--- src/rtl/sprite_pkg.sv ---
// Shared types, FSM encoding and reset origins for the sprite scheduler.
// Compile this file first; the other files import sprite_pkg::*.
package sprite_pkg;

   localparam int unsigned POS_W   = 10;
   localparam int          ORIG_DX = 64;
   localparam int          ORIG_DY = 32;

   typedef logic [POS_W-1:0] pos_t;

   localparam logic DIR_RIGHT = 1'b0;
   localparam logic DIR_LEFT  = 1'b1;
   localparam logic DIR_DOWN  = 1'b0;
   localparam logic DIR_UP    = 1'b1;

   typedef struct packed {
      pos_t x;
      pos_t y;
      logic dir_x;
      logic dir_y;
   } sprite_state_t;

   typedef enum logic {
      ST_IDLE,
      ST_UPD
   } sched_state_t;

   // Sprites start on a diagonal staircase; odd sprites head left so neighbours converge.
   function automatic sprite_state_t reset_sprite(input int idx, input int pad);
      sprite_state_t s;
      s.x     = pos_t'(pad + ORIG_DX * idx);
      s.y     = pos_t'(pad + ORIG_DY * idx);
      s.dir_x = (idx % 2 == 1) ? DIR_LEFT : DIR_RIGHT;
      s.dir_y = DIR_DOWN;
      return s;
   endfunction

endpackage

--- src/rtl/sprite_scheduler_if.sv ---
// Pixel-side bus of the sprite scheduler: raster position and enables in,
// per-pixel hit result, update-busy and collision flag out.
interface sprite_scheduler_if
   import sprite_pkg::*;
#(
   parameter int unsigned NUM_SPR = 4
);

   pos_t               pix_x;
   pos_t               pix_y;
   logic [NUM_SPR-1:0] spr_en;
   logic               busy;
   logic               hit;
   logic [1:0]         hit_id;
   logic [5:0]         loc_x;
   logic [3:0]         loc_y;
   logic               collide;

   modport master (
      output pix_x, pix_y, spr_en,
      input  busy, hit, hit_id, loc_x, loc_y, collide
   );

   modport slave (
      input  pix_x, pix_y, spr_en,
      output busy, hit, hit_id, loc_x, loc_y, collide
   );

endinterface

--- src/rtl/sprite_bounce_step.sv ---
// Combinational one-frame motion step for a single sprite: move one pixel per
// axis, reversing direction when the sprite reaches the padded screen edge.
module sprite_bounce_step
   import sprite_pkg::*;
#(
   parameter int unsigned SPR_W = 37,
   parameter int unsigned SPR_H = 12,
   parameter int unsigned PAD   = 32,
   parameter int unsigned X_MAX = 640,
   parameter int unsigned Y_MAX = 480
) (
   input  sprite_state_t i_cur,
   output sprite_state_t o_next
);

   localparam pos_t ONE   = pos_t'(1);
   localparam pos_t W_W   = pos_t'(SPR_W);
   localparam pos_t W_H   = pos_t'(SPR_H);
   localparam pos_t PAD_P = pos_t'(PAD);
   localparam pos_t LIM_X = pos_t'(X_MAX - PAD);
   localparam pos_t LIM_Y = pos_t'(Y_MAX - PAD);

   always_comb begin
      // NOTE: start from "hold" so every path assigns o_next and no latch is inferred.
      o_next = i_cur;

      if (i_cur.dir_x == DIR_RIGHT) begin
         if (i_cur.x + W_W >= LIM_X) begin
            o_next.dir_x = DIR_LEFT;
            o_next.x     = i_cur.x - ONE;
         end else begin
            o_next.x     = i_cur.x + ONE;
         end
      end else begin
         if (i_cur.x <= PAD_P) begin
            o_next.dir_x = DIR_RIGHT;
            o_next.x     = i_cur.x + ONE;
         end else begin
            o_next.x     = i_cur.x - ONE;
         end
      end

      if (i_cur.dir_y == DIR_DOWN) begin
         if (i_cur.y + W_H >= LIM_Y) begin
            o_next.dir_y = DIR_UP;
            o_next.y     = i_cur.y - ONE;
         end else begin
            o_next.y     = i_cur.y + ONE;
         end
      end else begin
         if (i_cur.y <= PAD_P) begin
            o_next.dir_y = DIR_DOWN;
            o_next.y     = i_cur.y + ONE;
         end else begin
            o_next.y     = i_cur.y - ONE;
         end
      end
   end

endmodule

--- src/rtl/sprite_scheduler.sv ---
// Bouncing-sprite scheduler: per-frame position update FSM plus registered
// per-pixel hit lookup. Optional collision flag built under `SPRITE_COLLIDE_EN.
module sprite_scheduler
   import sprite_pkg::*;
#(
   parameter int unsigned NUM_SPR = 4,
   parameter int unsigned SPR_W   = 37,
   parameter int unsigned SPR_H   = 12,
   parameter int unsigned PAD     = 32,
   parameter int unsigned X_MAX   = 640,
   parameter int unsigned Y_MAX   = 480
) (
   input  logic              clk,
   input  logic              rst_n,
   sprite_scheduler_if.slave bus
);

   localparam logic [1:0] LAST_IDX = 2'(NUM_SPR - 1);
   localparam pos_t       W_W      = pos_t'(SPR_W);
   localparam pos_t       W_H      = pos_t'(SPR_H);

   sched_state_t       r_state;
   sched_state_t       w_state_nxt;
   logic [1:0]         r_idx;
   logic [1:0]         w_idx_nxt;
   logic               r_prev_zero;
   logic               w_at_origin;
   logic               w_frame_go;

   sprite_state_t      r_spr [NUM_SPR];
   sprite_state_t      w_cur;
   sprite_state_t      w_next;
   logic [NUM_SPR-1:0] w_cover;

   logic               w_hit;
   logic               r_hit;
   logic [1:0]         w_hit_id;
   logic [1:0]         r_hit_id;
   logic [5:0]         w_loc_x;
   logic [5:0]         r_loc_x;
   logic [3:0]         w_loc_y;
   logic [3:0]         r_loc_y;

   // Only the first (0,0) cycle starts a frame, and only while no update is running.
   assign w_at_origin = (bus.pix_x == '0) && (bus.pix_y == '0);
   assign w_frame_go  = w_at_origin && !r_prev_zero && (r_state == ST_IDLE);

   always_ff @(posedge clk or negedge rst_n) begin
      if (!rst_n) begin
         r_state     <= ST_IDLE;
         r_idx       <= '0;
         r_prev_zero <= 1'b0;
      end else begin
         // NOTE: non-blocking so every register samples pre-edge values regardless of order.
         r_state     <= w_state_nxt;
         r_idx       <= w_idx_nxt;
         r_prev_zero <= w_at_origin;
      end
   end

   always_comb begin
      w_state_nxt = r_state;
      w_idx_nxt   = r_idx;
      case (r_state)
         ST_IDLE: begin
            if (w_frame_go) begin
               w_state_nxt = ST_UPD;
               w_idx_nxt   = '0;
            end
         end
         ST_UPD: begin
            if (r_idx == LAST_IDX) begin
               w_state_nxt = ST_IDLE;
               w_idx_nxt   = '0;
            end else begin
               w_idx_nxt   = r_idx + 2'd1;
            end
         end
         default: begin
            w_state_nxt = ST_IDLE;
            w_idx_nxt   = '0;
         end
      endcase
   end

   // A single step unit is shared; the FSM visits one sprite per cycle.
   assign w_cur = r_spr[r_idx];

   sprite_bounce_step #(
      .SPR_W (SPR_W),
      .SPR_H (SPR_H),
      .PAD   (PAD),
      .X_MAX (X_MAX),
      .Y_MAX (Y_MAX)
   ) u_step (
      .i_cur  (w_cur),
      .o_next (w_next)
   );

   always_ff @(posedge clk or negedge rst_n) begin
      if (!rst_n) begin
         // NOTE: the sprite table is a few flops, not a RAM, so it is reset like any other state.
         for (int i = 0; i < int'(NUM_SPR); i++) begin
            r_spr[i] <= reset_sprite(i, int'(PAD));
         end
      end else if ((r_state == ST_UPD) && bus.spr_en[r_idx]) begin
         r_spr[r_idx] <= w_next;
      end
   end

   always_comb begin
      w_cover = '0;
      for (int i = 0; i < int'(NUM_SPR); i++) begin
         w_cover[i] = bus.spr_en[i]
                    && (bus.pix_x >= r_spr[i].x) && (bus.pix_x < r_spr[i].x + W_W)
                    && (bus.pix_y >= r_spr[i].y) && (bus.pix_y < r_spr[i].y + W_H);
      end
   end

   always_comb begin
      w_hit    = 1'b0;
      w_hit_id = '0;
      w_loc_x  = '0;
      w_loc_y  = '0;
      // Descending scan: the lowest covering index is written last and wins.
      for (int i = int'(NUM_SPR) - 1; i >= 0; i--) begin
         if (w_cover[i]) begin
            w_hit    = 1'b1;
            w_hit_id = 2'(i);
            w_loc_x  = 6'(bus.pix_x - r_spr[i].x);
            w_loc_y  = 4'(bus.pix_y - r_spr[i].y);
         end
      end
   end

   always_ff @(posedge clk or negedge rst_n) begin
      if (!rst_n) begin
         r_hit    <= 1'b0;
         r_hit_id <= '0;
         r_loc_x  <= '0;
         r_loc_y  <= '0;
      end else begin
         r_hit    <= w_hit;
         r_hit_id <= w_hit_id;
         r_loc_x  <= w_loc_x;
         r_loc_y  <= w_loc_y;
      end
   end

   assign bus.busy   = (r_state == ST_UPD);
   assign bus.hit    = r_hit;
   assign bus.hit_id = r_hit_id;
   assign bus.loc_x  = r_loc_x;
   assign bus.loc_y  = r_loc_y;

`ifdef SPRITE_COLLIDE_EN
   logic r_sticky;
   logic r_collide;
   logic w_multi;

   assign w_multi = ($countones(w_cover) >= 2);

   // Overlaps accumulate during a frame and are published at the next frame start.
   always_ff @(posedge clk or negedge rst_n) begin
      if (!rst_n) begin
         r_sticky  <= 1'b0;
         r_collide <= 1'b0;
      end else if (w_frame_go) begin
         r_collide <= r_sticky;
         r_sticky  <= 1'b0;
      end else if (w_multi) begin
         r_sticky  <= 1'b1;
      end
   end

   assign bus.collide = r_collide;
`else
   assign bus.collide = 1'b0;
`endif

endmodule
--- src/flat_wrapper.sv ---
// flat-port wrapper written by rule: the top's interface ports become plain ports
module sprite_scheduler_flat import sprite_pkg::*;
#(
   parameter int unsigned NUM_SPR = 4,
   parameter int unsigned SPR_W   = 37,
   parameter int unsigned SPR_H   = 12,
   parameter int unsigned PAD     = 32,
   parameter int unsigned X_MAX   = 640,
   parameter int unsigned Y_MAX   = 480
)
  (clk, rst_n, bus_pix_x, bus_pix_y, bus_spr_en, bus_busy, bus_hit, bus_hit_id, bus_loc_x, bus_loc_y, bus_collide);
  sprite_scheduler_if #(.NUM_SPR(NUM_SPR)) bus_i ();
  input  logic clk;
  input  logic rst_n;
  input wire logic [$bits(bus_i.pix_x)-1:0] bus_pix_x;
  input wire logic [$bits(bus_i.pix_y)-1:0] bus_pix_y;
  input wire logic [$bits(bus_i.spr_en)-1:0] bus_spr_en;
  output wire logic [$bits(bus_i.busy)-1:0] bus_busy;
  output wire logic [$bits(bus_i.hit)-1:0] bus_hit;
  output wire logic [$bits(bus_i.hit_id)-1:0] bus_hit_id;
  output wire logic [$bits(bus_i.loc_x)-1:0] bus_loc_x;
  output wire logic [$bits(bus_i.loc_y)-1:0] bus_loc_y;
  output wire logic [$bits(bus_i.collide)-1:0] bus_collide;
  assign bus_i.pix_x = bus_pix_x;
  assign bus_i.pix_y = bus_pix_y;
  assign bus_i.spr_en = bus_spr_en;
  assign bus_busy = bus_i.busy;
  assign bus_hit = bus_i.hit;
  assign bus_hit_id = bus_i.hit_id;
  assign bus_loc_x = bus_i.loc_x;
  assign bus_loc_y = bus_i.loc_y;
  assign bus_collide = bus_i.collide;
  sprite_scheduler #(.NUM_SPR(NUM_SPR), .SPR_W(SPR_W), .SPR_H(SPR_H), .PAD(PAD), .X_MAX(X_MAX), .Y_MAX(Y_MAX)) u_core (.clk(clk), .rst_n(rst_n), .bus(bus_i));
endmodule
--- config.mk ---
export PLATFORM = sky130hd
export DESIGN_NAME = sprite_scheduler_flat
export DESIGN_NICKNAME = d
export VERILOG_FILES = /design/src/rtl/sprite_pkg.sv /design/src/rtl/sprite_scheduler_if.sv /design/src/rtl/sprite_bounce_step.sv /design/src/rtl/sprite_scheduler.sv /design/src/flat_wrapper.sv
export SDC_FILE = /design/constraint.sdc
export NUM_CORES = 1
export LEC_CHECK = 0
export ABC_AREA = 0
export CAP_MARGIN = 25
export CORE_UTILIZATION = 45
export DETAILED_ROUTE_END_ITERATION = 8
export PLACE_DENSITY = 0.6
export SLEW_MARGIN = 10
export SYNTH_ARGS = -nofsm -noshare
export SYNTH_HDL_FRONTEND = slang
export SYNTH_SLANG_ARGS = --single-unit
--- constraint.sdc ---
create_clock -name clk -period 3.2 [get_ports clk]
set_input_delay 0.64 -clock clk [delete_from_list [all_inputs] [get_ports clk]]
set_output_delay 0.64 -clock clk [all_outputs]
set_load 0.02 [all_outputs]
==> metrics.yaml <==
status: "complete, but fails checks"
failed_checks: "setup timing"
cts_buffer_depth: 2
synthTopCellsByArea: "dfrtp_1, ha_1, mux2_2"
cp.arrival_ps: 3520
synthArstFlopShare_pct: 100
synth_area_sq_mm: 0.0103
die_y_um: 153
core.rowCount: 55
path_class: "reg -> reg"
drt_iter0_markers: 589
cts.clk_slew.worst_paths_ps: 80
hp-class: "in -> async"
leakage_uw: 0.00613
num_vias: 9072
powerDensity_mw_per_mm2: 230
setup_violations: 5
gr-usage-all-layers_pct: 27.0
antenna_found_initial: 0
hold_violations: 0
ant_nets: 0
finClkSkew_ps: 14.2
r2r-start: "u_core.r_idx[1]"
yosysTopAreaCellShare_pct: 21.8
fin_cells: 1630
postRouteWirelength_um: 31000
port_buffers: 39
cts.sinks: 105
place_area_sq_mm: 0.0125
crit_path_max_fanout: 6
syn2layout_area_growth_pct: 32.2
hpwl_um: 24600
synth_common_cells: "ha_1, inv_1, dfrtp_1"
yosys.cell_count.top_type: "ha_1"
yosysWarnings: 0
drive_above_1_share_pct: 32.6
cp_data_required_time_ps: 3460
min_period_ps: 3260
pre_cts_slack_ps: -649
numCtsBuffers: 9
power_uw: 3140
avgSynthCellArea_sq_um: 9.41
pin_count: 41
viasPerCell: 5.57
final.period_utilization_pct: 102
worstMarginPinSlew_ps: 580
grt_max_degree: 66
fmax_ghz: 0.307
syn_nets: 1301
design_area_sq_mm: 0.0137
relSlewSlack_pct: 61.3
ir_drop_uv: 185
critPathLaunch: "u_core.r_idx[1]"
cp-end-kind: "flop"
ys_seq_area_share_pct: 25.6
dp_cells: 1587
synth-edff-count: 0
ys_seq_elements: 105
antennaDiodeCount: 0
regToRegSetupSlack_ps: -60
die-area_sq_mm: 0.0236
first_global_vias: 9002
rsz0062_at_grt: "true"
cts_root_buffer: "clkbuf_16"
nFillCells: 1924
worstSkewPairLatency_ps: 370
ys_types: 66
crit_path_end: "u_core.r_spr[86]"
start_util_pct: 45.7
synth-main-ff-cell: "dfrtp_1"
place_congestion: 0.909
reg2regPathDepth: 13
synthCells: 1097
die_x_um: 153
grt_first_pass_wirelength_um: 49200
setup_slack_ps: -62.4
reg2reg_to: "u_core.r_spr[86]"
drcViolationCount: 0
cts_hold_buf: 0
overflow: 0
critPathLaunchType: "flop"
yosysTopAreaCell: "dfrtp_1"
coreArea_sq_mm: 0.0226
cts_tree: "done"
max_cap_viol_count: 0
drv_slew: 0
fin_nets: 1544
post-route-util_pct: 60.5
htreeDepth: 3
wl_per_cell_um: 19.0
dr.pass1.iters: 5
==> area by class of cell <==
type                            instances  area [sq um]  share of cell area (%)
Clock buffer                           11           243                    1.78
Timing Repair Buffer                  258          2150                    15.7
Inverter                              105           394                    2.89
Clock inverter                          5          61.3                   0.449
Multi-Input combinational cell        861          7800                    57.2
Sequential cell                       105          2650                    19.4
Tap cell                              285           357                    2.61
==> critical path, stage by stage (launching register included) <==
cell	delay [ps]
dfrtp_1	420
buf_12	160
mux4_2	430
ha_4	170
inv_2	30
or3_4	390
o32ai_4	240
o221ai_2	160
nand2_1	120
nand4_1	170
or3_1	380
o21ai_2	90
xor2_2	120
mux2_4	280
==> metrics by stage <==
stage	setup TNS, ps	hold WS (ps)
2_1_floorplan	-1.36	344
3_3_place_gp	-7460	460
3_5_place_dp	-9420	473
4_1_cts	-160	279
5_1_grt	-3070	296
6_report	-224	258
==> logic make-up (layout without fill, tap and decap cells) <==
kind of cell,Yosys count,count (layout),synth area share (%)
buffers and inverters,132,379,5.08
muxes,83,83,11.5
DFF,105,105,25.6
and+or+nand+nor,245,246,11.5
xor gates and xnor gates,97,97,8.30
adders and majority gates,178,178,22.1
AOI/OAI and AO/OA,256,256,15.8
other,1,1,0.0363
==> state kept, by name, summed over array words and instances, names as in the netlist <==
name,flops
u_core.r_spr,88
u_core.r_prev_zero,1
u_core.bus.loc_x,6
u_core.bus.hit,1
u_core.r_idx,2
u_core.bus.busy,1
u_core.bus.hit_id,2
u_core.bus.loc_y,4
==> layer usage <==
| layer | vias up | routed length, um | track usage (%) |
|---|---|---|---|
| li1 | 4444 | - | - |
| met1 | 4431 | 15100 | 39.5 |
| met2 | 175 | 14200 | 42.6 |
| met3 | 22 | 1270 | 2.95 |
| met4 | 0 | 369 | 6.52 |
| met5 | - | 0 | 0 |
==> how the worst min path moves through the flow <==
| stage | slack [ps] | to |
|---|---|---|
| floorplan | 340 | u_core.bus.busy |
| global route | 300 | u_core.r_spr[56] |
| detailed placement | 470 | u_core.r_spr[67] |
| finish | 260 | u_core.r_spr[56] |
| global placement | 460 | u_core.r_spr[22] |
| CTS | 280 | u_core.r_spr[78] |
==> cells in the final DEF, fill, tap and decap left out, types with 5 or more instances in the layout <==
| cell type | instances |
|---|---|
| a21oi_2 | 10 |
| nor4_1 | 9 |
| clkbuf_16 | 9 |
| o21ai_1 | 23 |
| nand2_1 | 67 |
| nor2b_1 | 12 |
| xor2_2 | 6 |
| inv_1 | 102 |
| nor3_2 | 7 |
| o21ai_0 | 55 |
| buf_4 | 202 |
| nand4_1 | 12 |
| dfrtp_1 | 90 |
| nor3_1 | 21 |
| a21oi_1 | 47 |
| o21a_1 | 12 |
| mux2_4 | 7 |
| mux4_2 | 23 |
| ha_1 | 163 |
| a211oi_2 | 6 |
| buf_6 | 13 |
| xnor2_2 | 5 |
| a31oi_1 | 6 |
| nand3_1 | 17 |
| mux2_2 | 46 |
| xor2_1 | 25 |
| nand2b_1 | 9 |
| nor2_1 | 43 |
| clkdlybuf4s50_1 | 33 |
| buf_12 | 5 |
| a21o_1 | 24 |
| a22oi_1 | 7 |
| dfstp_2 | 15 |
| xnor2_1 | 61 |
| o2111ai_1 | 10 |
| o21ai_2 | 7 |
==> power breakdown <==
part | internal (uW) | switching (uW) | leakage (uW)
registers | 1340 | 3.45 | 0.00139
logic | 290 | 317 | 0.00460
clock network | 636 | 554 | 0.000151
total | 2260 | 875 | 0.00613
==> repair_timing <==
action,in CTS,in global routing
resized for setup,62,113
gates cloned,3,1
setup endpoints to repair,44,81
pin swaps,16,53
setup buffers,6,21
Note: power is estimated with default switching activity, not from simulation.
